## src/rtl/qep_filter_pkg.sv

```systemverilog
// qep_filter_pkg -- shared constants for the QEP input filter.
//   QUAL_LEN_DEF / GLITCH_W_DEF : parameter defaults used by top and channel
//   qcnt_w()                    : width of a qualification counter that must
//                                 be able to hold the value QUAL_LEN
//   CH_A / CH_B / CH_I          : channel bit positions on qep_in / qep_out
package qep_filter_pkg;

  localparam int QUAL_LEN_DEF = 4;
  localparam int GLITCH_W_DEF = 8;

  localparam int CH_A = 0;
  localparam int CH_B = 1;
  localparam int CH_I = 2;

  function automatic int qcnt_w(input int qual_len);
    return $clog2(qual_len + 1);
  endfunction

endpackage

```

## src/rtl/qep_filter_chan.sv

```systemverilog
// qep_filter_chan -- one filtered encoder channel.
//   clk, reset_n    : clock, async active-low reset
//   enable_i        : filter run enable (qualification count held at 0 when low)
//   strobe_i        : shared sample strobe from the top-level prescaler
//   glitch_clr_i    : synchronous clear of the glitch counter
//   qep_i           : raw asynchronous pin
//   out_o           : qualified level
//   rise_o / fall_o : one-cycle pulses coincident with out_o changing
//   glitch_cnt_o    : saturating count of rejected glitches
// Glitch counter is built only when QEP_FILTER_GLITCH_CNT_EN is defined;
// otherwise glitch_cnt_o is tied to 0 and no counter flops exist.
module qep_filter_chan
  import qep_filter_pkg::*;
#(
  parameter int QUAL_LEN = QUAL_LEN_DEF,
  parameter int GLITCH_W = GLITCH_W_DEF
) (
  input  logic                clk,
  input  logic                reset_n,
  input  logic                enable_i,
  input  logic                strobe_i,
  input  logic                glitch_clr_i,
  input  logic                qep_i,
  output logic                out_o,
  output logic                rise_o,
  output logic                fall_o,
  output logic [GLITCH_W-1:0] glitch_cnt_o
);

  localparam int QW = qcnt_w(QUAL_LEN);

  logic          sync1_q, safe_q;
  logic          out_q, out_d;
  logic          rise_q, rise_d, fall_q, fall_d;
  logic [QW-1:0] qcnt_q, qcnt_d, qinc;
  logic          glitch;

  always_comb begin
    qcnt_d = qcnt_q;
    out_d  = out_q;
    rise_d = 1'b0;
    fall_d = 1'b0;
    glitch = 1'b0;
    qinc   = qcnt_q + QW'(1);
    if (!enable_i) begin
      qcnt_d = '0;
    end else if (strobe_i) begin
      if (safe_q != out_q) begin
        // Toggle on the sample that would bring the count to QUAL_LEN.
        if (qinc == QW'(QUAL_LEN)) begin
          out_d  = ~out_q;
          qcnt_d = '0;
          rise_d = ~out_q;
          fall_d = out_q;
        end else begin
          qcnt_d = qinc;
        end
      end else begin
        // A run that ended before qualifying is a rejected glitch.
        glitch = (qcnt_q != '0);
        qcnt_d = '0;
      end
    end
  end

  always_ff @(posedge clk or negedge reset_n) begin
    if (!reset_n) begin
      sync1_q <= 1'b0;
      safe_q  <= 1'b0;
      qcnt_q  <= '0;
      out_q   <= 1'b0;
      rise_q  <= 1'b0;
      fall_q  <= 1'b0;
    end else begin
      sync1_q <= qep_i;
      safe_q  <= sync1_q;
      qcnt_q  <= qcnt_d;
      out_q   <= out_d;
      rise_q  <= rise_d;
      fall_q  <= fall_d;
    end
  end

  assign out_o  = out_q;
  assign rise_o = rise_q;
  assign fall_o = fall_q;

`ifdef QEP_FILTER_GLITCH_CNT_EN
  logic [GLITCH_W-1:0] gcnt_q, gcnt_d;

  // Clear wins over a same-cycle increment; saturate at all-ones.
  always_comb begin
    gcnt_d = gcnt_q;
    if (glitch_clr_i)
      gcnt_d = '0;
    else if (glitch && (gcnt_q != '1))
      gcnt_d = gcnt_q + GLITCH_W'(1);
  end

  always_ff @(posedge clk or negedge reset_n) begin
    if (!reset_n) gcnt_q <= '0;
    else          gcnt_q <= gcnt_d;
  end

  assign glitch_cnt_o = gcnt_q;
`else
  logic unused_glitch;
  assign unused_glitch = glitch ^ glitch_clr_i;
  assign glitch_cnt_o  = '0;
`endif

endmodule

```

## src/rtl/qep_input_filter.sv

```systemverilog
// qep_input_filter -- digital noise filter for quadrature encoder pins.
//   clk, reset_n : clock, async active-low reset
//   enable       : filter run enable
//   prescale     : sample strobe fires every prescale+1 clocks
//   qep_in       : raw encoder pins (NUM_CH)
//   qep_out      : qualified levels
//   qep_rise     : one-cycle pulse on qep_out 0->1
//   qep_fall     : one-cycle pulse on qep_out 1->0
//   glitch_clr   : synchronous clear of all glitch counters
//   glitch_cnt   : per-channel glitch counts, channel 0 in the LSBs
// Optional: define QEP_FILTER_GLITCH_CNT_EN to build the glitch counters;
// without it glitch_cnt reads 0 and glitch_clr is ignored.
module qep_input_filter
  import qep_filter_pkg::*;
#(
  parameter int NUM_CH     = 3,
  parameter int QUAL_LEN   = QUAL_LEN_DEF,
  parameter int PRESCALE_W = 8,
  parameter int GLITCH_W   = GLITCH_W_DEF
) (
  input  logic                         clk,
  input  logic                         reset_n,
  input  logic                         enable,
  input  logic [PRESCALE_W-1:0]        prescale,
  input  logic [NUM_CH-1:0]            qep_in,
  output logic [NUM_CH-1:0]            qep_out,
  output logic [NUM_CH-1:0]            qep_rise,
  output logic [NUM_CH-1:0]            qep_fall,
  input  logic                         glitch_clr,
  output logic [NUM_CH*GLITCH_W-1:0]   glitch_cnt
);

  logic [PRESCALE_W-1:0] pcnt_q, pcnt_d;
  logic                  strobe;

  // >= rather than == so a prescale lowered below the running count
  // strobes on the next clock instead of waiting for a wrap.
  assign strobe = enable && (pcnt_q >= prescale);

  always_comb begin
    pcnt_d = pcnt_q + PRESCALE_W'(1);
    if (!enable || strobe) pcnt_d = '0;
  end

  always_ff @(posedge clk or negedge reset_n) begin
    if (!reset_n) pcnt_q <= '0;
    else          pcnt_q <= pcnt_d;
  end

  for (genvar c = 0; c < NUM_CH; c++) begin : g_ch
    qep_filter_chan #(
      .QUAL_LEN (QUAL_LEN),
      .GLITCH_W (GLITCH_W)
    ) u_chan (
      .clk          (clk),
      .reset_n      (reset_n),
      .enable_i     (enable),
      .strobe_i     (strobe),
      .glitch_clr_i (glitch_clr),
      .qep_i        (qep_in[c]),
      .out_o        (qep_out[c]),
      .rise_o       (qep_rise[c]),
      .fall_o       (qep_fall[c]),
      .glitch_cnt_o (glitch_cnt[c*GLITCH_W +: GLITCH_W])
    );
  end

endmodule

```

## config.mk

```make
export PLATFORM = sky130hd
export DESIGN_NAME = qep_input_filter
export DESIGN_NICKNAME = d
export VERILOG_FILES = /design/src/rtl/qep_filter_pkg.sv /design/src/rtl/qep_filter_chan.sv /design/src/rtl/qep_input_filter.sv
export SDC_FILE = /design/constraint.sdc
export NUM_CORES = 1
export LEC_CHECK = 0
export BUFFER_PORTS_ARGS = -buffer_cell sky130_fd_sc_hd__buf_4
export CORE_ASPECT_RATIO = 0.5
export CORE_UTILIZATION = 53
export CTS_CLUSTER_DIAMETER = 50
export CTS_CLUSTER_SIZE = 24
export DETAILED_ROUTE_END_ITERATION = 7
export GPL_TIMING_DRIVEN = 1
export PLACE_DENSITY_LB_ADDON = 0.05
export SLEW_MARGIN = 5
export SYNTH_ARGS = -nofsm -noshare
export SYNTH_HDL_FRONTEND = slang
export SYNTH_SLANG_ARGS = --single-unit
export TNS_END_PERCENT = 1
```

## constraint.sdc

```tcl
create_clock -name clk -period 2.6 [get_ports clk]
set_clock_uncertainty 0.15 [all_clocks]
set_input_delay 0.39 -clock clk [delete_from_list [all_inputs] [get_ports clk]]
set_output_delay 0.39 -clock clk [all_outputs]
set_load 0.01 [all_outputs]
```

-- Word level (Yosys, flattened, before mapping)
Index checks and enable logic that the tools add are counted.
- add/sub/neg operators: 4
- magnitude comparators: 1
- equal/unequal tests: 7
- muxes and demuxes: 37
- bitwise logic cells: 3
- reductions and logical operators: 6
- operators by type and width (operator ; count):
    2-to-1 mux 3 bit ; 12
    2-to-1 mux 1 bit ; 24
    AND reduction 4 bit ; 3
    adder 3 x 1 -> 3 bit, second input constant ; 3
    == test 3 bit, second input constant ; 3
    adder 8 x 1 -> 8 bit, second input constant ; 1
    >= comparator 8 bit ; 1
    2-to-1 mux 8 bit ; 1
    inequality test 1 bit ; 3
    inverter 1 bit ; 3
    inequality test 2 x 1 -> 1 bit, second input constant ; 1
    logical AND 1 bit ; 1
    logical NOT 1 bit ; 1
    logical OR 1 bit ; 1
- bits in registers: 32
- input bits: 15
- output and inout bits: 33
- word-level logic and storage cells: 77

-- Depth between registers and ports, before layout
Gate-level depths: netlist of the first run.
- word-level depth: 6
- gate-level depth with buffers: 9
- depth with buffers taken out: 7

-- Hierarchy
A second synthesis of the first run with hierarchy kept.
- cell total of the unflattened synthesis: 170
- area total of the unflattened synthesis: 1846.8 sq um
- modules (own cells, without submodules) (module ; times used ; cells an instance ; area an instance (sq um)):
    qep_filter_chan ; 3 ; 37 ; 422.9
    qep_input_filter ; 1 ; 59 ; 578.1

-- Worst setup path after synthesis of the first run
OpenSTA, ideal clock, no wires.
- kind: reg-to-reg
- start: reg pcnt_q[0]
- end: reg g_ch[0].u_chan.out_q
- setup time: 0.125 ns
- data arrival time: 1.953 ns
- setup slack: 0.372 ns
- cell stages (with the launch flop): 9
- clock period less this slack: 2.228 ns
- cell sequence: dfrtp_1 inv_1 ha_1 nand2b_1 a2111o_1 a21oi_2 buf_6 or3b_4 mux2_4
- cells in the longest elaborated chain, start to end: 3
- RTL lines (item ; RTL line ; source):
    start: declaration ; qep_input_filter.sv:33 ; logic [PRESCALE_W-1:0] pcnt_q, pcnt_d;
    start signal: assignment ; qep_input_filter.sv:47 ; else pcnt_q <= pcnt_d;
    >= comparator 8 bit ; qep_input_filter.sv:38 ; assign strobe = enable && (pcnt_q >= prescale);
    logical AND 1 bit ; qep_input_filter.sv:38 ;
    AND reduction 4 bit (no line) ; -- ;
    end signal: assignment ; qep_filter_chan.sv:78 ; out_q <= out_d;
    end: declaration ; qep_filter_chan.sv:33 ; logic out_q, out_d;
No other way between the ends.
A chain may end at the register's enable or synchronous reset.

-- Worst setup path in the final report of the first run
- start: reg pcnt_q[0]
- end: reg pcnt_q[7]
- cells in the longest elaborated chain, start to end: 4
- elaborated cells on any way between the ends: 5
- classes of those cells: add/sub: 1; order compare: 1; mux: 1; reduce/logical: 2
- RTL lines (item ; RTL line ; source):
    >= comparator 8 bit ; qep_input_filter.sv:38 ;
    logical AND 1 bit ; qep_input_filter.sv:38 ;
    logical OR 1 bit ; qep_input_filter.sv:42 ; if (!enable || strobe) pcnt_d = '0;
    2-to-1 mux 8 bit * ; qep_input_filter.sv:42 ;
    net pcnt_d[7] ; qep_input_filter.sv:33 ;
Mark *: on every way through the listed nets, which the timed path passes. The rest lies on a longest branch.

==> flow_metrics.env, run 1 <==
export IMPL_synth_most_common_cell="buf_4"
export IMPL_path_clk_slew_ps=60
export IMPL_setup_viol=0
export IMPL_hold_violations=0
export IMPL_yosys_top_cells_area="dfrtp_1, buf_4, ha_1"
export IMPL_die_h_um=44.2
export IMPL_grt_pass1_vias=1129
export IMPL_synth_main_ff_cell="dfrtp_1"
export IMPL_gp_congestion=0.712
export IMPL_drt_iter0_drc=17
export IMPL_critPathLaunchType="flop"
export IMPL_grt_pass1_wl_um=4930
export IMPL_nets=232
export IMPL_timing_final_max_slew_violations=0
export IMPL_synth_seq_area_share_pct=42.4
export IMPL_port_buffers=22
export IMPL_cp_arrival_ps=2470
export IMPL_first_pass_iters=3
export IMPL_max_vdd_ir_drop_v=0.000350
export IMPL_crit_path_end_kind="flop"
export IMPL_ys_seq_elements=32
export IMPL_ant_nets=0
export IMPL_antennaDiodeCount=0
export IMPL_cp_required_ps=2650
export IMPL_clockBufferDepth=2
export IMPL_routedWlPerCell_um=11.4
export IMPL_io_pins=48
export IMPL_p_leak_nw=1.08
export IMPL_cts_tree="built"
export IMPL_die_area_sq_mm=0.00382
export IMPL_root_buffer="clkbuf_8"
export IMPL_powerDensity_mw_per_mm2=486
export IMPL_timing_final_crit_share_pct=92.9
export IMPL_std_cell_rows=14
export IMPL_dpl_cell_area_sq_mm=0.00194
export IMPL_drive_gt1_share_pct=18.7
export IMPL_cp_max_fo=13
export IMPL_synth_edf_count=0
export IMPL_routed_wl_um=2860
export IMPL_grt_antenna_before_repair=0
export IMPL_vias=1206
export IMPL_core_sq_mm=0.00319
export IMPL_fp_dieW_um=86.4
export IMPL_fin_crit_ps=2420
export IMPL_cts_htree_levels=2
export IMPL_rsz0062_at_grt="no"
export IMPL_synth_cells=184
export IMPL_synth_area_sq_mm=0.00189
export IMPL_worstSkewPairLatency_ps=280
export IMPL_grt_max_degree=33
export IMPL_cts_sinks=32
export IMPL_start_util_pct=59.3
export IMPL_fmax_ghz=0.414
export IMPL_max_cap_viol_count=0
export IMPL_fin_tns_setup_ps=0
export IMPL_syn_area_per_cell_sq_um=10.3
export IMPL_yosysTopAreaCell="dfrtp_1"
export IMPL_stdcell_area_sq_mm=0.00204
export IMPL_cts_inserted_buffers=5
export IMPL_gr_usage_all_layers_pct=17.2
export IMPL_synth_top_area_share_pct=42.4
export IMPL_vias_per_cell=4.80
export IMPL_async_reset_ff_share_pct=100
export IMPL_outcome="complete, no violations"
export IMPL_synth_cell_types=34
export IMPL_hp_class="primary input to flop"
export IMPL_grt_overflow=0
export IMPL_drc=0
export IMPL_synth_commonest_cells="buf_4, dfrtp_1, nand3_1"
export IMPL_critPathKind="flop to flop"
export IMPL_ys_warn_count=0
export IMPL_hpwlAfterDp_um=2110
export IMPL_syn_to_final_growth_pct=8.21
-- flip-flops by register name, indices dropped and copies added, names as in the netlist --
signal / flops
g_ch.u_chan.rise_o: 3
g_ch.u_chan.fall_o: 3
g_ch.u_chan.sync1_q: 3
g_ch.u_chan.qcnt_q: 9
g_ch.u_chan.safe_q: 3
g_ch.u_chan.out_o: 3
pcnt_q: 8
-- metal layers --
metal | global-route usage, % | part of all wire [%] | routed length [um] | up-vias
li1 | - | - | - | 600
met1 | 22.2 | 49 | 1390 | 564
met2 | 28.3 | 44 | 1270 | 37
met3 | 5.78 | 6.0 | 172 | 5
met4 | 5.00 | 0.84 | 24 | 0
met5 | 0 | 0 | 0 | -
-- cells by family after synthesis --
kind of cell             Yosys count  synth area share (%)
AO/OA/AOI/OAI                     22                  7.09
XOR/XNOR                          11                  5.10
adder cells (fa/ha/maj)           15                  9.93
buffers and inverters             46                  16.2
flip-flops                        32                  42.4
multiplexers                       3                  2.38
other                              1                 0.198
AND/OR/NAND/NOR                   54                  16.8
-- critical path: stages (launching register included) --
cell and delay, ps:
dfrtp_1 350, inv_1 50, ha_1 260, nand2b_1 140
a2111o_1 470, a21oi_2 340, buf_4 250, nand2_1 190
nor2_1 160
-- metrics by stage --
stage                     power [mW]  cells  util (%)  setup slack [ps]  hold WS [ps]
after global routing            1.04    251      64.1              5.21          55.0
after detailed placement       0.614    242      61.0              35.2           189
after global placement         0.613    242      61.0              67.4           183
after CTS                       1.01    251      64.1               155          61.7
after floorplan                0.603    207         -               372         -55.6
final                          0.994    251      64.1               183          70.1
-- layout make-up --
| class | instances | area [sq um] |
|---|---|---|
| fillers | 286 | 1140 |
| clock buffers | 8 | 90.1 |
| flip-flops and latches | 32 | 801 |
| inverters | 9 | 33.8 |
| repair buffers | 25 | 190 |
| well taps | 48 | 60.1 |
| multi-input cells | 129 | 870 |
-- timing repair --
item / 4_1_cts / 5_1_grt
hold buffers: 1 / 0
setup buffers: 0 / 0
gates resized for setup: 0 / 0
hold endpoints to repair: 32 / 0
-- path summary, 6_finish.rpt --
check,startpoint,endpoint,slack [ps],depth (start not counted)
max,pcnt_q[0],pcnt_q[7],180,8
min,qep_in[2],g_ch[2].u_chan.sync1_q,70,1
max reg2reg,pcnt_q[0],pcnt_q[7],180,8
min reg2reg,g_ch[2].u_chan.sync1_q,g_ch[2].u_chan.safe_q,200,0
max in group asynchronous,reset_n,pcnt_q[2],1580,2
min in group asynchronous,reset_n,g_ch[0].u_chan.fall_o,430,2
-- power by group --
part / total [mW] / switching (mW) / internal (mW) / leakage (nW)
combinational: 0.0885 / 0.0545 / 0.0341 / 0.603
clock: 0.389 / 0.173 / 0.216 / 0.0455
sequential: 0.516 / 0.00920 / 0.507 / 0.431
-- placed cells by master, fill, tap and decap left out, types with 3 or more instances in the layout --
| master | count |
|---|---|
| dfrtp_1 | 32 |
| conb_1 | 24 |
| buf_4 | 24 |
| nand3_1 | 16 |
| ha_1 | 15 |
| inv_1 | 9 |
| xor2_1 | 9 |
| o21ai_0 | 9 |
| nor2_1 | 7 |
| nor3b_1 | 6 |
| clkbuf_8 | 6 |
| nand2_1 | 5 |
| a21oi_1 | 5 |
| nor2b_1 | 5 |
| and3_1 | 3 |
| nand4b_1 | 3 |
| mux2_4 | 3 |
(Power assumes the default switching activity.)
==> run 2: changes to the inputs <==
CORE_UTILIZATION = 57   (was 53)
clock period = 2.97 ns   (was 2.6 ns; I/O delays follow)
==> run 2 against run 1 <==
Critical path type unchanged; sequential share of layout area rose by 0.44 points; final cell count fell by 3.6%; die area fell by 6.8%; power fell by 17%; core utilization rose by 1.5 points; combinational power fell by 15%; first-iteration DRC count rose by 110%; global-route usage fell by 0.42 points; largest cell class unchanged.
==> flow_metrics.env, run 2 (synthesis results as in run 1) <==
export IMPL_root_buffer="clkbuf_8"
export IMPL_max_vdd_ir_drop_v=0.000286
export IMPL_gp_congestion=0.750
export IMPL_vias_per_cell=4.93
export IMPL_cp_max_fo=13
export IMPL_start_util_pct=61.3
export IMPL_dpl_cell_area_sq_mm=0.00193
export IMPL_setup_viol=0
export IMPL_vias=1192
export IMPL_postCtsSetupRepairBufs=0
export IMPL_reg_largest_list="g_ch.u_chan.qcnt_q (9), pcnt_q (8)"
export IMPL_std_cell_rows=14
export IMPL_rsz0062_at_grt="no"
export IMPL_syn_to_final_growth_pct=7.02
export IMPL_ctsResizeCount=0
export IMPL_cp_arrival_ps=2450
export IMPL_cts_inserted_buffers=5
export IMPL_drive_gt1_share_pct=18.8
export IMPL_fin_hold_ws_ps=124
export IMPL_fin_crit_ps=2430
export IMPL_routed_wl_um=2790
export IMPL_cts_htree_levels=2
export IMPL_first_pass_iters=2
export IMPL_stdcell_area_sq_mm=0.00202
export IMPL_fin_tns_setup_ps=0
export IMPL_gr_usage_all_layers_pct=16.8
export IMPL_path_clk_slew_ps=60
export IMPL_grt_pass1_wl_um=4540
export IMPL_die_area_sq_mm=0.00356
export IMPL_hold_violations=0
export IMPL_max_cap_viol_count=0
export IMPL_timing_final_max_slew_violations=0
export IMPL_routedWlPerCell_um=11.5
export IMPL_timing_final_crit_share_pct=82.0
export IMPL_clockBufferDepth=2
export IMPL_critPathLaunchType="flop"
export IMPL_final_common_cell="dfrtp_1"
export IMPL_fmax_ghz=0.411
export IMPL_fin_cells=242
export IMPL_grt_antenna_before_repair=0
export IMPL_placedCellCount=234
export IMPL_worstSkewPairLatency_ps=270
export IMPL_powerDensity_mw_per_mm2=410
export IMPL_drc=0
export IMPL_slowest_delay_ps=470
export IMPL_critPathKind="flop to flop"
export IMPL_place_ws_ps=422
export IMPL_nets=232
export IMPL_largest_register="g_ch.u_chan.qcnt_q"
export IMPL_grt_overflow=0
export IMPL_hp_class="primary input to flop"
export IMPL_cp_required_ps=2980
export IMPL_antennaDiodeCount=0
export IMPL_fin_ws_ps=536
export IMPL_outcome="complete, no violations"
export IMPL_grt_max_degree=33
export IMPL_cts_tree="built"
export IMPL_largest_reg_flops=9
export IMPL_hpwlAfterDp_um=2030
export IMPL_grt_pass1_vias=1064
export IMPL_mostFrequentLayoutCells="dfrtp_1, conb_1, buf_4, nand3_1, ha_1"
export IMPL_cts_sinks=32
export IMPL_crit_chain="inv_1, ha_1, nand2b_1, a2111o_1, a21oi_2, buf_4, or3b_4, mux2_4"
export IMPL_ant_nets=0
export IMPL_core_sq_mm=0.00308
export IMPL_die_h_um=42.7
export IMPL_fp_dieW_um=83.4
export IMPL_port_buffers=22
export IMPL_io_pins=48
export IMPL_crit_path_end_kind="flop"
export IMPL_p_leak_nw=1.07
export IMPL_drt_iter0_drc=35
export IMPL_crit_path_top_delay_cell="a2111o_1"
-- run 2: cell types whose count changed in the layout (fill, tap and decap cells not counted), sizes merged --
cell    before  now
clkbuf       8    6
clkinv       0    1
-- run 2: worst paths after layout --
check                           slack [ps]                       end  cells past startpoint              startpoint
worst max-delay path                   540      g_ch[1].u_chan.out_o                      8               pcnt_q[0]
worst min-delay path                   120    g_ch[0].u_chan.sync1_q                      1               qep_in[0]
worst max register to register         540      g_ch[1].u_chan.out_o                      8               pcnt_q[0]
worst min register to register         200     g_ch[0].u_chan.safe_q                      0  g_ch[0].u_chan.sync1_q
max in group asynchronous             1890     g_ch[2].u_chan.safe_q                      2                 reset_n
min in group asynchronous              490  g_ch[2].u_chan.qcnt_q[0]                      2                 reset_n
-- run 2: through the flow --
stage | util [%] | total power [mW]
2_1_floorplan | - | 0.528
3_3_place_gp | 62.7 | 0.534
3_5_place_dp | 62.7 | 0.536
4_1_cts | 65.6 | 0.843
5_1_grt | 65.6 | 0.874
6_report | 65.6 | 0.829
-- run 2: timing repair --
item,in CTS,in global routing
endpoints found under the hold margin,32,0
setup endpoints to repair,0,0
hold buffers,1,0
-- run 2: power by group --
part	total, mW	switching, mW	internal (mW)
sequential	0.453	0.00868	0.444
clock	0.301	0.142	0.159
combinational	0.0754	0.0466	0.0288
-- run 2: worst max-delay path, delay by kind of cell, from the launching register on --
| family | cells | cell delay [ps] |
|---|---|---|
| fa+ha+maj | 1 | 260 |
| buf+inv | 2 | 250 |
| mux | 1 | 290 |
| compound gates | 2 | 630 |
| simple gates | 2 | 320 |
| flops | 1 | 430 |
-- run 2: metal layers --
metal | share of wire [%] | vias up | GRT usage [%]
met1 | 50 | 546 | 20.7
met5 | 0 | - | 0
met4 | 0.64 | 0 | 5.08
met3 | 6.2 | 3 | 5.64
met2 | 43 | 41 | 28.5
li1 | - | 602 | -
-- run 2: area by class of cell --
class                      instances  area [sq um]
multi-input combinational        129           870
clock inverter                     1          5.00
fill                             256          1060
clock buffer                       6          72.6
sequential                        32           801
tap                               40          50.0
inverter                           9          33.8
timing repair buffer              25           190
==> run 3: changes to the inputs <==
CORE_UTILIZATION = 53   (was 57)
clock period = 2.5 ns   (was 2.97 ns; I/O delays follow)
==> run 3 against run 2 <==
Maximum frequency is 3.7% higher; non-clock buffer count is 3 higher; sequential share of layout area is 1.5 points lower; critical path type unchanged; critical endpoint is now g_ch[0].u_chan.out_o; largest cell class unchanged; highest routed layer unchanged.
==> flow_metrics.env, run 3 (synthesis results as in run 1) <==
export IMPL_port_buffers=22
export IMPL_fin_crit_ps=2350
export IMPL_crit_chain="ha_1, a21oi_1, o21ai_1, a21oi_2, buf_4, or3b_4, mux2_4"
export IMPL_routedWlPerCell_um=11.7
export IMPL_cts_sinks=32
export IMPL_cp_required_ps=2520
export IMPL_powerDensity_mw_per_mm2=563
export IMPL_worstSkewPairLatency_ps=290
export IMPL_antennaDiodeCount=0
export IMPL_routed_wl_um=2970
export IMPL_slowest_delay_ps=430
export IMPL_drc=0
export IMPL_setup_viol=0
export IMPL_cp_max_fo=5
export IMPL_critPathLaunchType="flop"
export IMPL_drive_gt1_share_pct=20.9
export IMPL_die_area_sq_mm=0.00382
export IMPL_core_sq_mm=0.00319
export IMPL_gr_usage_all_layers_pct=18.2
export IMPL_rsz0062_at_grt="no"
export IMPL_final_common_cell="dfrtp_1"
export IMPL_max_vdd_ir_drop_v=0.000352
export IMPL_fmax_ghz=0.426
export IMPL_cp_arrival_ps=2360
export IMPL_p_leak_nw=1.11
export IMPL_hold_buffers=1
export IMPL_timing_final_crit_share_pct=93.9
export IMPL_mostFrequentLayoutCells="dfrtp_1, buf_4, conb_1, nand3_1, ha_1"
export IMPL_grt_antenna_before_repair=0
export IMPL_ctsResizeCount=0
export IMPL_vias=1220
export IMPL_fp_dieW_um=86.4
export IMPL_cts_htree_levels=2
export IMPL_timing_final_max_slew_violations=0
export IMPL_fin_tns_setup_ps=0
export IMPL_postCtsSetupRepairBufs=0
export IMPL_hold_violations=0
export IMPL_drt_iter0_drc=55
export IMPL_hp_class="primary input to flop"
export IMPL_root_buffer="clkbuf_8"
export IMPL_final_util_pct=66.0
export IMPL_vias_per_cell=4.80
export IMPL_reg_largest_list="g_ch.u_chan.qcnt_q (9), pcnt_q (8)"
export IMPL_place_ws_ps=50.2
export IMPL_std_cell_rows=14
export IMPL_clockBufferDepth=2
export IMPL_hpwlAfterDp_um=2100
export IMPL_outcome="complete, no violations"
export IMPL_path_clk_slew_ps=70
export IMPL_grt_max_degree=33
export IMPL_crit_path_top_delay_cell="dfrtp_1"
export IMPL_grt_pass1_vias=1170
export IMPL_fin_ws_ps=153
export IMPL_nets=235
export IMPL_grt_overflow=0
export IMPL_critPathKind="flop to flop"
export IMPL_max_cap_viol_count=0
export IMPL_cts_inserted_buffers=5
export IMPL_n_fill_cell=286
export IMPL_largest_reg_flops=9
export IMPL_largest_register="g_ch.u_chan.qcnt_q"
export IMPL_crit_path_end_kind="flop"
export IMPL_syn_to_final_growth_pct=11.3
export IMPL_start_util_pct=59.3
export IMPL_first_pass_iters=4
export IMPL_gp_congestion=0.746
export IMPL_cts_tree="built"
export IMPL_grt_pass1_wl_um=5180
export IMPL_ant_nets=0
export IMPL_die_h_um=44.2
export IMPL_io_pins=48
## run 3: metrics by stage
step                total power [mW]  cell area [sq um]  hold slack, ps  std cells
floorplan                      0.627               1980           -70.6        207
global placement               0.642               1970             183        245
detailed placement             0.644               1970             186        245
CTS                             1.20               2100            35.8        254
global route                    1.24               2100            27.3        254
finish                          1.18               2100            46.2        254
## run 3: final cells by class
cell class | count | area [sq um] | share of cell area [%]
Multi-Input combinational cell | 129 | 870 | 41.3
Sequential cell | 32 | 801 | 38.1
Timing Repair Buffer | 28 | 213 | 10.1
Clock buffer | 7 | 96.3 | 4.58
Tap cell | 48 | 60.1 | 2.86
Inverter | 9 | 33.8 | 1.61
Clock inverter | 1 | 30.0 | 1.43
## run 3: metal layers
| metal | track usage (%) | vias up | share of wire, % |
|---|---|---|---|
| met2 | 28.9 | 46 | 43 |
| met4 | 6.00 | 0 | 0.84 |
| met1 | 24.0 | 561 | 50 |
| met5 | 0 | - | 0 |
| met3 | 6.16 | 5 | 6.4 |
| li1 | - | 608 | - |
## run 3: worst paths after layout
kind | startpoint | end | slack, ps | cells past startpoint
setup reg to reg | pcnt_q[5] | g_ch[0].u_chan.out_o | 150 | 7
hold reg to reg | g_ch[1].u_chan.sync1_q | g_ch[1].u_chan.safe_q | 200 | 0
setup / recovery | pcnt_q[5] | g_ch[0].u_chan.out_o | 150 | 7
min in group asynchronous | reset_n | g_ch[1].u_chan.rise_o | 420 | 2
max in group asynchronous | reset_n | g_ch[2].u_chan.rise_o | 1480 | 2
hold / removal | qep_in[0] | g_ch[0].u_chan.sync1_q | 50 | 1
## run 3: critical path: cells and delay by family (launching register included)
kind	cells	cell delay (ps)
fa+ha+maj	1	310
flops	1	430
mux	1	310
compound gates	3	450
buf+inv	1	170
simple gates	1	410
## run 3: where the power goes
part	internal (mW)	total (mW)	switching, mW	leakage, nW
sequential	0.527	0.537	0.00934	0.431
clock	0.352	0.549	0.198	0.0645
combinational	0.0400	0.0988	0.0588	0.616
